--- config.mk ---
export PLATFORM = sky130hd
export DESIGN_NAME = ibex_lsu_multi_outstanding
export DESIGN_NICKNAME = d
export VERILOG_FILES = /design/src/rtl/ibex_lsu_multi_outstanding.sv
export SDC_FILE = /design/constraint.sdc
export NUM_CORES = 1
export LEC_CHECK = 0
export ABC_AREA = 1
export CAP_MARGIN = 20
export CORE_MARGIN = 4
export CORE_UTILIZATION = 38
export DETAILED_ROUTE_END_ITERATION = 6
export PLACE_DENSITY_LB_ADDON = 0.15
export SYNTH_ARGS = -nofsm -noshare
export SYNTH_HDL_FRONTEND = slang
export SYNTH_SLANG_ARGS = --single-unit
--- constraint.sdc ---
create_clock -name clk_i -period 2.2 [get_ports clk_i]
set_input_delay 0.44 -clock clk_i [delete_from_list [all_inputs] [get_ports clk_i]]
set_output_delay 0.44 -clock clk_i [all_outputs]
set_load 0.02 [all_outputs]
--- src/rtl/ibex_lsu_multi_outstanding.sv ---
// Load-store unit with up to MaxOutstanding pipelined bus transactions and in-order responses.
// Define LSU_MISALIGNED_EN to split misaligned accesses into two word transactions; otherwise they are rejected.
module ibex_lsu_multi_outstanding #(
    parameter int unsigned MaxOutstanding = 2,
    localparam int unsigned CntW = $clog2(MaxOutstanding + 1)
) (
    input  logic            clk_i,
    input  logic            rst_i,
    input  logic            lsu_req_i,
    input  logic            lsu_we_i,
    input  logic [1:0]      lsu_type_i,
    input  logic            lsu_sign_ext_i,
    input  logic [31:0]     lsu_addr_i,
    input  logic [31:0]     lsu_wdata_i,
    output logic            lsu_req_ready_o,
    output logic            lsu_resp_valid_o,
    output logic [31:0]     lsu_rdata_o,
    output logic            lsu_err_o,
    output logic            lsu_misaligned_err_o,
    output logic            data_req_o,
    input  logic            data_gnt_i,
    output logic [31:0]     data_addr_o,
    output logic            data_we_o,
    output logic [3:0]      data_be_o,
    output logic [31:0]     data_wdata_o,
    input  logic            data_rvalid_i,
    input  logic [31:0]     data_rdata_i,
    input  logic            data_err_i,
    output logic [CntW-1:0] outstanding_o,
    output logic            busy_o
);
    localparam int unsigned PtrW = (MaxOutstanding > 1) ? $clog2(MaxOutstanding) : 1;
    localparam logic [CntW-1:0] MaxCnt  = CntW'(MaxOutstanding);
    localparam logic [PtrW-1:0] LastPtr = PtrW'(MaxOutstanding - 1);

    typedef struct packed {
        logic [1:0] offset;
        logic [1:0] ltype;
        logic       sign;
        logic       we;
        logic       first_half;
    } entry_t;

    entry_t          fifo_q [MaxOutstanding];
    logic [PtrW-1:0] wptr_q, wptr_d, rptr_q, rptr_d;
    logic [CntW-1:0] count_q, count_d;
    logic [23:0]     hold_q, hold_d;
    logic            err_q, err_d;

    logic        push, pop;
    entry_t      push_entry, head;
    logic [1:0]  offset;
    logic        split, can_issue, fsm_busy;
    logic [3:0]  be_first, bus_be;
    logic [31:0] wdata_rot, addr_aligned, bus_addr;
    logic        data_req, req_ready;

    logic        head_split, resp_valid, resp_err;
    logic [63:0] combined;
    logic [31:0] shifted, extended, resp_rdata;

    // ---------------- request decode ----------------
    assign offset       = lsu_addr_i[1:0];
    assign addr_aligned = {lsu_addr_i[31:2], 2'b00};
    assign split        = ((lsu_type_i == 2'b00) && (offset != 2'b00)) ||
                          ((lsu_type_i == 2'b01) && (offset == 2'b11));
    // Only the registered count gates issue; a same-cycle pop never frees a slot early.
    assign can_issue    = (count_q < MaxCnt);

    always_comb begin
        be_first = 4'b0001 << offset;
        if (lsu_type_i == 2'b00) begin
            be_first = 4'b1111 << offset;
        end else if (lsu_type_i == 2'b01) begin
            be_first = 4'b0011 << offset;
        end
    end

    always_comb begin
        case (offset)
            2'b01:   wdata_rot = {lsu_wdata_i[23:0], lsu_wdata_i[31:24]};
            2'b10:   wdata_rot = {lsu_wdata_i[15:0], lsu_wdata_i[31:16]};
            2'b11:   wdata_rot = {lsu_wdata_i[7:0],  lsu_wdata_i[31:8]};
            default: wdata_rot = lsu_wdata_i;
        endcase
    end

`ifdef LSU_MISALIGNED_EN
    typedef enum logic {IDLE, SECOND} state_e;
    state_e     state_q, state_d;
    logic [3:0] be_second;

    always_comb begin
        be_second = 4'b0001;
        if (lsu_type_i == 2'b00) begin
            case (offset)
                2'b10:   be_second = 4'b0011;
                2'b11:   be_second = 4'b0111;
                default: be_second = 4'b0001;
            endcase
        end
    end

    always_comb begin
        state_d    = state_q;
        data_req   = 1'b0;
        req_ready  = 1'b0;
        push       = 1'b0;
        bus_addr   = addr_aligned;
        bus_be     = be_first;
        push_entry = {offset, lsu_type_i, lsu_sign_ext_i, lsu_we_i, 1'b0};
        case (state_q)
            IDLE: begin
                data_req = lsu_req_i & can_issue;
                if (data_req && data_gnt_i) begin
                    push                  = 1'b1;
                    push_entry.first_half = split;
                    if (split) begin
                        state_d = SECOND;
                    end else begin
                        req_ready = 1'b1;
                    end
                end
            end
            SECOND: begin
                data_req = can_issue;
                bus_addr = addr_aligned + 32'd4;
                bus_be   = be_second;
                if (data_req && data_gnt_i) begin
                    push      = 1'b1;
                    req_ready = 1'b1;
                    state_d   = IDLE;
                end
            end
            default: state_d = IDLE;
        endcase
        if (rst_i) begin
            data_req  = 1'b0;
            req_ready = 1'b0;
            push      = 1'b0;
            state_d   = IDLE;
        end
    end

    always_ff @(posedge clk_i) begin
        if (rst_i) begin
            state_q <= IDLE;
        end else begin
            state_q <= state_d;
        end
    end

    assign fsm_busy             = (state_q != IDLE);
    assign lsu_misaligned_err_o = 1'b0;
`else
    logic mis_accept, mis_pending_q;

    // Misaligned accesses wait for the bus to drain so their error response stays in order.
    always_comb begin
        data_req   = 1'b0;
        req_ready  = 1'b0;
        push       = 1'b0;
        mis_accept = 1'b0;
        bus_addr   = addr_aligned;
        bus_be     = be_first;
        push_entry = {offset, lsu_type_i, lsu_sign_ext_i, lsu_we_i, 1'b0};
        if (!rst_i && lsu_req_i) begin
            if (split) begin
                mis_accept = (count_q == '0);
                req_ready  = mis_accept;
            end else begin
                data_req = can_issue;
                if (can_issue && data_gnt_i) begin
                    push      = 1'b1;
                    req_ready = 1'b1;
                end
            end
        end
    end

    always_ff @(posedge clk_i) begin
        if (rst_i) begin
            mis_pending_q <= 1'b0;
        end else begin
            mis_pending_q <= mis_accept;
        end
    end

    assign fsm_busy             = 1'b0;
    assign lsu_misaligned_err_o = mis_pending_q;
`endif

    // ---------------- tracking FIFO ----------------
    assign head = fifo_q[rptr_q];
    assign pop  = data_rvalid_i & (count_q != '0) & ~rst_i;

    always_comb begin
        wptr_d  = wptr_q;
        rptr_d  = rptr_q;
        count_d = count_q;
        if (push) begin
            wptr_d = (wptr_q == LastPtr) ? '0 : wptr_q + 1'b1;
        end
        if (pop) begin
            rptr_d = (rptr_q == LastPtr) ? '0 : rptr_q + 1'b1;
        end
        if (push && !pop) begin
            count_d = count_q + 1'b1;
        end else if (pop && !push) begin
            count_d = count_q - 1'b1;
        end
    end

    always_ff @(posedge clk_i) begin
        if (push) begin
            fifo_q[wptr_q] <= push_entry;
        end
    end

    // ---------------- response path ----------------
    assign head_split = ((head.ltype == 2'b00) && (head.offset != 2'b00)) ||
                        ((head.ltype == 2'b01) && (head.offset == 2'b11));

    always_comb begin
        // Second half of a split sits above the latched upper bytes of the first word.
        combined = head_split ? {data_rdata_i, hold_q, 8'h00} : {32'h0, data_rdata_i};
        shifted  = 32'(combined >> {head.offset, 3'b000});
        case (head.ltype)
            2'b00:   extended = shifted;
            2'b01:   extended = {{16{head.sign & shifted[15]}}, shifted[15:0]};
            default: extended = {{24{head.sign & shifted[7]}}, shifted[7:0]};
        endcase
        resp_valid = pop & ~head.first_half;
        resp_rdata = (resp_valid && !head.we) ? extended : 32'h0;
        resp_err   = resp_valid & (data_err_i | (head_split & err_q));
        hold_d     = hold_q;
        err_d      = err_q;
        if (pop && head.first_half) begin
            hold_d = data_rdata_i[31:8];
            err_d  = data_err_i;
        end
    end

    always_ff @(posedge clk_i) begin
        if (rst_i) begin
            wptr_q  <= '0;
            rptr_q  <= '0;
            count_q <= '0;
            hold_q  <= '0;
            err_q   <= 1'b0;
        end else begin
            wptr_q  <= wptr_d;
            rptr_q  <= rptr_d;
            count_q <= count_d;
            hold_q  <= hold_d;
            err_q   <= err_d;
        end
    end

    // ---------------- outputs ----------------
`ifdef LSU_MISALIGNED_EN
    assign lsu_resp_valid_o = resp_valid;
    assign lsu_rdata_o      = resp_rdata;
    assign lsu_err_o        = resp_err;
`else
    assign lsu_resp_valid_o = resp_valid | mis_pending_q;
    assign lsu_rdata_o      = mis_pending_q ? 32'h0 : resp_rdata;
    assign lsu_err_o        = resp_err | mis_pending_q;
`endif

    assign lsu_req_ready_o = req_ready;
    assign data_req_o      = data_req;
    assign data_addr_o     = data_req ? bus_addr : 32'h0;
    assign data_be_o       = data_req ? bus_be : 4'h0;
    assign data_we_o       = data_req & lsu_we_i;
    assign data_wdata_o    = (data_req && lsu_we_i) ? wdata_rot : 32'h0;
    assign outstanding_o   = count_q;
    assign busy_o          = (count_q != '0) | fsm_busy;

`ifndef SYNTHESIS
    rvalid_without_entry: assert property (@(posedge clk_i) disable iff (rst_i)
        !(data_rvalid_i && (count_q == '0)));
`endif

endmodule
==> flow_metrics.py <==
metrics = {
    "timing": {
        "fmax_mhz": 377,
        "fin_crit_ns": 2.65,
        "min_period_over_period": 1.21,
        "tns_ns": -11.04,
        "setup_slack_ns": -0.453,
        "rsz0062_at_grt": "yes",
        "hold_viol_final": 0,
        "finalClockSkew_ns": 0.00515,
        "setup_viol": 32,
        "drv_slew": 0,
        "timing.hold.ws_ns": 0.487,
    },
    "placement": {
        "dp.cells": 1013,
        "hpwlAfterDp_um": 12100,
        "numPortBuffers": 212,
        "routabilityCongestion": 0.959,
        "place_area_um2": 6410,
        "place_ws_ns": -0.928,
    },
    "detailed_routing": {
        "post-route-drc-count": 0,
        "wl_met2_um": 9850,
        "firstDrtPassIters": 6,
        "drtAntennaViolNets": 0,
        "drt_iter0_drc": 497,
        "vias": 5895,
        "routed.top_layer": "met4",
        "drt-total-wl_um": 19100,
        "route.met3.wl_um": 1810,
        "wire_per_inst_um": 18.1,
        "wirelength_met1_um": 6140,
        "vias_per_cell": 5.60,
    },
    "floorplanning": {
        "core_area_um2": 8680,
        "die_w_um": 102,
        "fp.dieH_um": 102,
        "io-pin-count": 215,
        "die_area_um2": 10500,
        "start_util": 0.389,
        "std_cell_rows": 34,
    },
    "critical_path": {
        "crit_top_cell": "nand2_4",
        "crit_slowest_cell": "edfxtp_1",
        "critical-path-max-stage-delay_ns": 0.40,
        "cp.required_ns": 1.76,
        "worstReg2RegStart": "outstanding_o[0]",
        "worstPathCellList": "nand2_1 > nand2_4 > nor2_4 > nand2_8 > nand2_8 > nand2_4 > a21oi_4 > nand2_4 > buf_4 > a21oi_2 > nor2_2 > buf_6",
        "r2r_slack_ns": 0.13,
        "r2r_cells": 15,
        "criticalPathCategory": "reg -> out",
        "r2r_end": "rptr_q",
        "critPathCaptureType": "output port",
        "crit_fanout": 7,
        "crit_path_start_kind": "flop",
        "critical_path_arrival_ns": 2.21,
    },
    "layout": {
        "area_growth_pct": 116,
        "stdcell_area_um2": 7310,
        "seqCellArea_um2": 487,
        "drive_above_1_share": 0.429,
        "utilization": 0.843,
        "multi_input_area_um2": 3030,
        "fillCellCount": 521,
        "nNetsFinal": 1051,
        "instances_no_fill": 1052,
    },
    "power": {
        "vdd_drop_max_mv": 0.219,
        "p_leak_nw": 3.53,
        "total_power_mw": 2.65,
        "power_density_nw_per_um2": 362,
    },
    "synth": {
        "synth_top_family_by_area": "simple AND/OR/NAND/NOR gates",
        "syn_avg_cell_area_um2": 5.41,
        "synth_compound_area_frac": 0.275,
        "synth_cells": 624,
        "muxShareOfSynthArea": 0,
        "synth-xor-area-share": 0.00519,
        "synth_cell_types": 37,
        "yosys.area_share.simple": 0.385,
        "synthArstFlopShare": 0,
        "yosys.area_share.adder": 0.00370,
        "synth_edf_count": 12,
        "yosysSeqAreaShare": 0.142,
        "synth_seq_cells": 18,
        "ys.warnings.count": 0,
        "synthesis.area_um2": 3380,
        "synth_ff_type": "edfxtp_1",
    },
    "worst_hold_path": {
        "hold_start": "rst_i",
        "hp-class": "in -> reg",
        "min_path_cells": 3,
    },
    "global_route": {
        "antenna_found_initial": 0,
        "grt_use_total": 0.315,
        "overflow": 0,
        "grt_pass1_vias": 5791,
        "grt_first_pass_wirelength_um": 26600,
        "grt_max_degree": 30,
    },
    "run_status": {
        "status": "finished with violations",
        "violations": "negative setup slack",
    },
    "flow_run": {
        "cap_violations": 0,
    },
    "clocking": {
        "clockRootBuffer": "clkbuf_8",
        "clk-insertion-delay-late_ns": 0.25,
        "clockBufferDepth": 2,
        "cts_tree": "built",
        "numClockSinks": 18,
        "clk_pin_slew_ns": 0.07,
        "htreeDepth": 1,
        "numCtsBuffers": 3,
    },
}
Yosys cell counts (4+ instances only):
library cell | count | share of area
o21ai_0 | 38 | 0.056
a21oi_1 | 87 | 0.13
o22ai_1 | 18 | 0.033
clkbuf_1 | 18 | 0.020
buf_2 | 10 | 0.015
a221oi_1 | 14 | 0.036
edfxtp_1 | 12 | 0.11
nand2_1 | 154 | 0.17
nand2_2 | 10 | 0.019
buf_6 | 4 | 0.013
nor2_2 | 24 | 0.044
nand2_4 | 6 | 0.020
inv_1 | 109 | 0.12
dfxtp_1 | 6 | 0.036
nand3_1 | 26 | 0.039
nor2_1 | 51 | 0.057
worst max path at each step:
stage / from / endpoint / slack (ns) / cells past startpoint
floorplan: outstanding_o[1] / lsu_rdata_o[0] / -0.05 / 8
global placement: lsu_addr_i[1] / data_wdata_o[30] / -0.91 / 9
detailed placement: lsu_addr_i[1] / data_wdata_o[12] / -0.93 / 10
CTS: flop / lsu_rdata_o[24] / -0.29 / 14
global route: flop / lsu_rdata_o[8] / -0.63 / 12
finish: fifo_q[1][3] / lsu_rdata_o[17] / -0.45 / 12
routing by layer:
metal | track usage | vias up
li1 | - | 2648
met1 | 0.319 | 2649
met2 | 0.598 | 464
met3 | 0.0608 | 134
met4 | 0.173 | 0
met5 | 0 | -
sequential cells by signal, indices dropped and copies added, names as in the netlist, named ones only:
| signal | cells |
|---|---|
| wptr_q | 1 |
| rptr_q | 1 |
| outstanding_o | 2 |
| lsu_misaligned_err_o | 1 |
| fifo_q | 12 |
logic make-up (layout without fill, tap and decap cells):
family	Yosys count	count (layout)
xor+xnor	2	2
compound gates	165	165
fa+ha+maj	1	1
other cells	1	3
buf+inv	153	465
flops	18	18
simple gates	284	290
report_power, final:
group | leakage [nW] | internal [mW] | switching (mW)
sequential | 0.159 | 0.377 | 0.0157
combinational | 3.35 | 0.895 | 1.13
clock | 0.0231 | 0.124 | 0.106
area by class of cell:
| cell class | count | area share |
|---|---|---|
| clock inverter | 1 | 0.000513 |
| clock buffer | 3 | 0.00565 |
| antenna | 1 | 0.000342 |
| multi-input combinational | 460 | 0.415 |
| inverter | 115 | 0.0621 |
| sequential | 18 | 0.0666 |
| tap | 108 | 0.0185 |
| timing repair buffer | 346 | 0.432 |
worst max-delay path, delay by kind of cell, from the launching register on:
kind,cells,cell delay (ns)
flops,1,0.40
simple gates,8,0.95
compound gates,2,0.31
buf+inv,2,0.29
cell usage in the layout, fill, tap and decap left out, types with 3 or more instances in the layout:
cell type / Yosys / routed
buf_12: 0 / 12
nand3_1: 26 / 24
dfxtp_1: 6 / 3
nand2_8: 1 / 9
inv_4: 2 / 6
buf_8: 0 / 4
clkdlybuf4s50_1: 0 / 102
nand2_1: 154 / 132
buf_6: 4 / 50
dlygate4sd2_1: 0 / 4
inv_1: 109 / 100
inv_2: 3 / 7
o21ai_0: 38 / 23
a21oi_4: 0 / 9
nor2_1: 51 / 38
a21oi_1: 87 / 50
nand2_2: 10 / 20
a221oi_1: 14 / 6
clkbuf_8: 0 / 3
o21ai_1: 3 / 15
nor2_4: 2 / 25
clkdlybuf4s15_2: 0 / 3
a21oi_2: 1 / 29
nand2_4: 6 / 16
edfxtp_1: 12 / 12
a221oi_2: 2 / 8
nor2_2: 24 / 14
buf_4: 3 / 128
buf_2: 10 / 40
o22ai_1: 18 / 18
timing repair:
item,in CTS,in global routing
pin swaps,36,28
setup buffers,24,5
hold buffers,0,0
gates cloned,5,2
resized for setup,607,117
setup endpoints to repair,105,103
No activity file was read; power rests on OpenSTA's default activity.
==> edit 1, RTL diff (same settings) <==
Set the parameter `MaxOutstanding` to 8 (it was 2).
--- a/src/rtl/ibex_lsu_multi_outstanding.sv
+++ b/src/rtl/ibex_lsu_multi_outstanding.sv
@@ -3,3 +3,3 @@
 module ibex_lsu_multi_outstanding #(
-    parameter int unsigned MaxOutstanding = 2,
+    parameter int unsigned MaxOutstanding = 8,
     localparam int unsigned CntW = $clog2(MaxOutstanding + 1)
Interface: changed (resized outstanding_o); port bits go from 215 to 217. The function was not compared with the original's and may differ.
==> edit 1 against the unedited design <==
Cell area increased by 51%. The flow still finishes with violations (negative setup slack). Setup slack lost 0.36 ns. Area after synthesis increased by 59%. Routed wire length rose by 26%. Largest power group unchanged. Largest cell class unchanged. Critical path type unchanged. Via count increased by 23%. Total power increased to 2.6 times the old value. Sequential cell count up 44. Non-clock buffer count grew 60.
==> edit 1: results (changes against the unedited design) <==
* Inst Count DP at 1324 (+31%)
* Failing checks: negative setup slack
* Global-route wire length before repair at 34890 um (+31%)
* Final std cells w/o fill at 1388 (+32%)
* Min setup slack post-route at -0.8143 ns (-0.3610 ns)
* CP max-delay cell: dfxtp_2
* TritonCTS Buffers at 9 (+6)
* Synth area leaders: edfxtp_1 27%, nand2_1 14%, inv_1 9.9%
* Outcome: finished with violations
* CTS root buf: clkbuf_16
* Ant. Diodes at 0 (-1)
* RD Place Congestion at 0.8730 (-8.9%)
* Fraction of layout cells with a size suffix above 1 at 43.46% (+0.51 points)
* Yosys cell types at 41 (+11%)
* Slowest stage delay, CP at 0.32 ns (-0.08 ns)
* Sum Neg Setup Slack at -28.09 ns (-17.05 ns)
* Post-CTS Setup Repair Bufs at 26 (+8.3%)
* Max reg flops at 48 (+36)
* Drt pass-1 iters at 5 (-1)
* Number of global-route vias before repair at 6798 (+17%)
* Clk_lat worst skew at 0.33 ns (+0.08 ns)
* Register area share after synthesis at 32.10% (+18 points)
* DP HPWL at 15860 um (+31%)
* Xor/xnor cell area share of the yosys netlist at 0.1633% (-0.36 points)
* Final setup violating endpoints at 70 (+120%)
* Port Buffers at 214 (+0.94%)
* Compound-Gate Fraction of Synth Area at 19.71% (-7.8 points)
-- edit 1: cell types whose count changed in the layout (fill, tap and decap cells not counted), moves of 11 or more --
cell / delta
nand3_2: +11
a21oi_4: +20
buf_6: +49
edfxtp_1: +36
inv_1: +32
nand2_1: +46
buf_4: +25
buf_2: -33
nand3_1: +19
clkbuf_16: +11
-- edit 1: layer usage --
| metal | global-route usage (%) | part of all wire [%] | wire, um |
|---|---|---|---|
| met5 | 0 | 0 | 0 |
| met2 | 47.91 | 52 | 12470 |
| met4 | 7.129 | 2.5 | 590 |
| met1 | 33.20 | 38 | 9201 |
| met3 | 4.379 | 7.3 | 1764 |
-- edit 1: cell type report --
cell class	instances	area, um2
flip-flops and latches	62	1724
multi-input cells	574	4044
repair inverters	1	8.758
clock inverters	6	87.58
repair buffers	406	4135
inverters	149	606.8
clock buffers	10	229.0
well taps	180	225.2
fillers	874	2766
-- edit 1: path summary, 6_finish.rpt --
| kind | slack (ns) | start | to |
|---|---|---|---|
| worst min-delay path | 0.47 | lsu_addr_i[0] | fifo_q[1][4]$_DFFE_PP_ |
| worst max-delay path | -0.81 | flip-flop | lsu_rdata_o[16] |
| worst max register to register | -0.12 | outstanding_o[3]$_SDFFE_PP0P_ | outstanding_o[3]$_SDFFE_PP0P_ |
| worst min register to register | 0.50 | rptr_q[2]$_SDFFE_PP0P_ | flip-flop |
-- edit 1: power groups by stage --
| stage | Sequential (mW) | Combinational (mW) | Clock [mW] |
|---|---|---|---|
| global route | 1.32 | 4.20 | 1.56 |
| CTS | 1.32 | 3.50 | 1.49 |
| detailed placement | 1.34 | 2.89 | 0 |
| finish | 1.32 | 3.96 | 1.50 |
| global placement | 1.34 | 2.87 | 0 |
| floorplan | 1.36 | 1.60 | 0 |
==> edit 2, RTL diff (same settings) <==
Made on the original files. Register the output `lsu_misaligned_err_o` once more, without a reset; this adds one clock of latency there. The other outputs are not delayed to match.
--- a/src/rtl/ibex_lsu_multi_outstanding.sv
+++ b/src/rtl/ibex_lsu_multi_outstanding.sv
@@ -189,3 +189,5 @@
     assign fsm_busy             = 1'b0;
-    assign lsu_misaligned_err_o = mis_pending_q;
+    always_ff @(posedge clk_i) begin
+        lsu_misaligned_err_o <= mis_pending_q;
+    end
 `endif
Check against the original RTL: not equivalent (a bounded check fails within 4 cycles, from zero or initial values and one cycle with rst_i high).
==> edit 2 against the unedited design <==
The flow still finishes with violations (negative setup slack). Total power is 7.2% higher. Cell area is 4.8% higher. Critical path depth is 3 higher. Hold slack worse by 0.061 ns. Sequential share of layout area hardly changed. Sequential cell count is 1 higher. Setup slack worse by 0.060 ns. Routed wire length is 18% higher. Die area is 0.18% higher. Clock skew is 0.0021 ns higher. Area after synthesis is 0.19% higher. Largest cell class unchanged. Highest routed layer unchanged.
==> edit 2: results (changes against the unedited design) <==
* Met3 wire len at 2514 um (+39%)
* CP max-delay cell: dfxtp_4
* 1st-iter DRT viols at 586 (+18%)
* Worst Hold Path Cells at 0 (-3)
* Multi-input combinational area share at 41.89% (+0.43 points)
* Xor/xnor cell area share of the yosys netlist at 0.5176% (-0.00096 points)
* Worst VDD drop at 0.0002790 V (+27%)
* Number of global-route vias before repair at 5809 (+0.31%)
* GRT Util Overall at 33.93% (+2.5 points)
* Grt met2 use at 64.47% (+4.7 points)
* Met3 usage at 6.553% (+0.48 points)
* Reg-to-reg endpoint: outstanding_o[1]$_SDFFE_PP0P_
* Compound-Gate Fraction of Synth Area at 27.32% (-0.20 points)
* Failing checks: negative setup slack
* Met1 Track Usage GR at 35.33% (+3.4 points)
* Initial antenna violation count at 1 (+1)
* # fillers at 420 (-19%)
* Clock-cell share of area at 0.5878% (-0.028 points)
* Adder-cell share of the synthesized area at 0.3697% (-0.00068 points)
* Leak at 3.597 nW (+1.9%)
* Hold path start: mis_pending_q$_SDFF_PP0_
* DR WL/cell at 21.25 um (+17%)
* CP max FO at 8 (+1)
* Buffers outside the clock class at 352 (+1.7%)
* Outcome: finished with violations
* Largest net degree at the start of global routing at 40 (+33%)
* Worst Clk Skew at 0.007271 ns (+0.002120 ns)
* RD Place Congestion at 1.030 (+7.4%)
* Worst r2r src: outstanding_o[1]$_SDFFE_PP0P_
* Synth Register Bits at 19 (+1)
* Via count at 6348 (+7.7%)
* Final setup violating endpoints at 55 (+72%)
* M1 WL at 6938 um (+13%)
* Register area at 506.7 um2 (+4.1%)
* Yosys cell types at 36 (-2.7%)
* Critical Path AT at 2.27 ns (+0.06 ns)
* Min setup slack post-route at -0.5129 ns (-0.05961 ns)
* Slowest stage delay, CP at 0.45 ns (+0.05 ns)
* Met2 wire len at 10930 um (+11%)
* FF-to-FF path depth at 11 (-4)
## edit 2: through the flow
stage / utilization (%) / instances / TNS [ns] / setup WS [ns] / hold slack, ns
2_1_floorplan: - / 628 / -2.191 / -0.06837 / 0.3623
6_report: 88.31 / 1063 / -13.64 / -0.5129 / 0.4260
3_3_place_gp: 74.19 / 1019 / -81.28 / -0.9172 / 0.3844
4_1_cts: 80.82 / 1050 / -7.093 / -0.2837 / 0.4254
5_1_grt: 88.28 / 1062 / -18.13 / -0.5945 / 0.4376
3_5_place_dp: 74.19 / 1019 / -87.27 / -1.020 / 0.3862
## edit 2: power by group
group	internal, mW	switching (mW)	total [mW]	leakage [nW]
logic	0.945	1.22	2.17	3.41
clock network	0.129	0.127	0.256	0.0228
registers	0.396	0.0193	0.415	0.167
## edit 2: critical path, delay by kind of cell (launching register included)
kind / cells / cell delay (ns)
simple gates: 9 / 0.88
buf+inv: 5 / 0.50
flops: 1 / 0.45
compound gates: 1 / 0.16
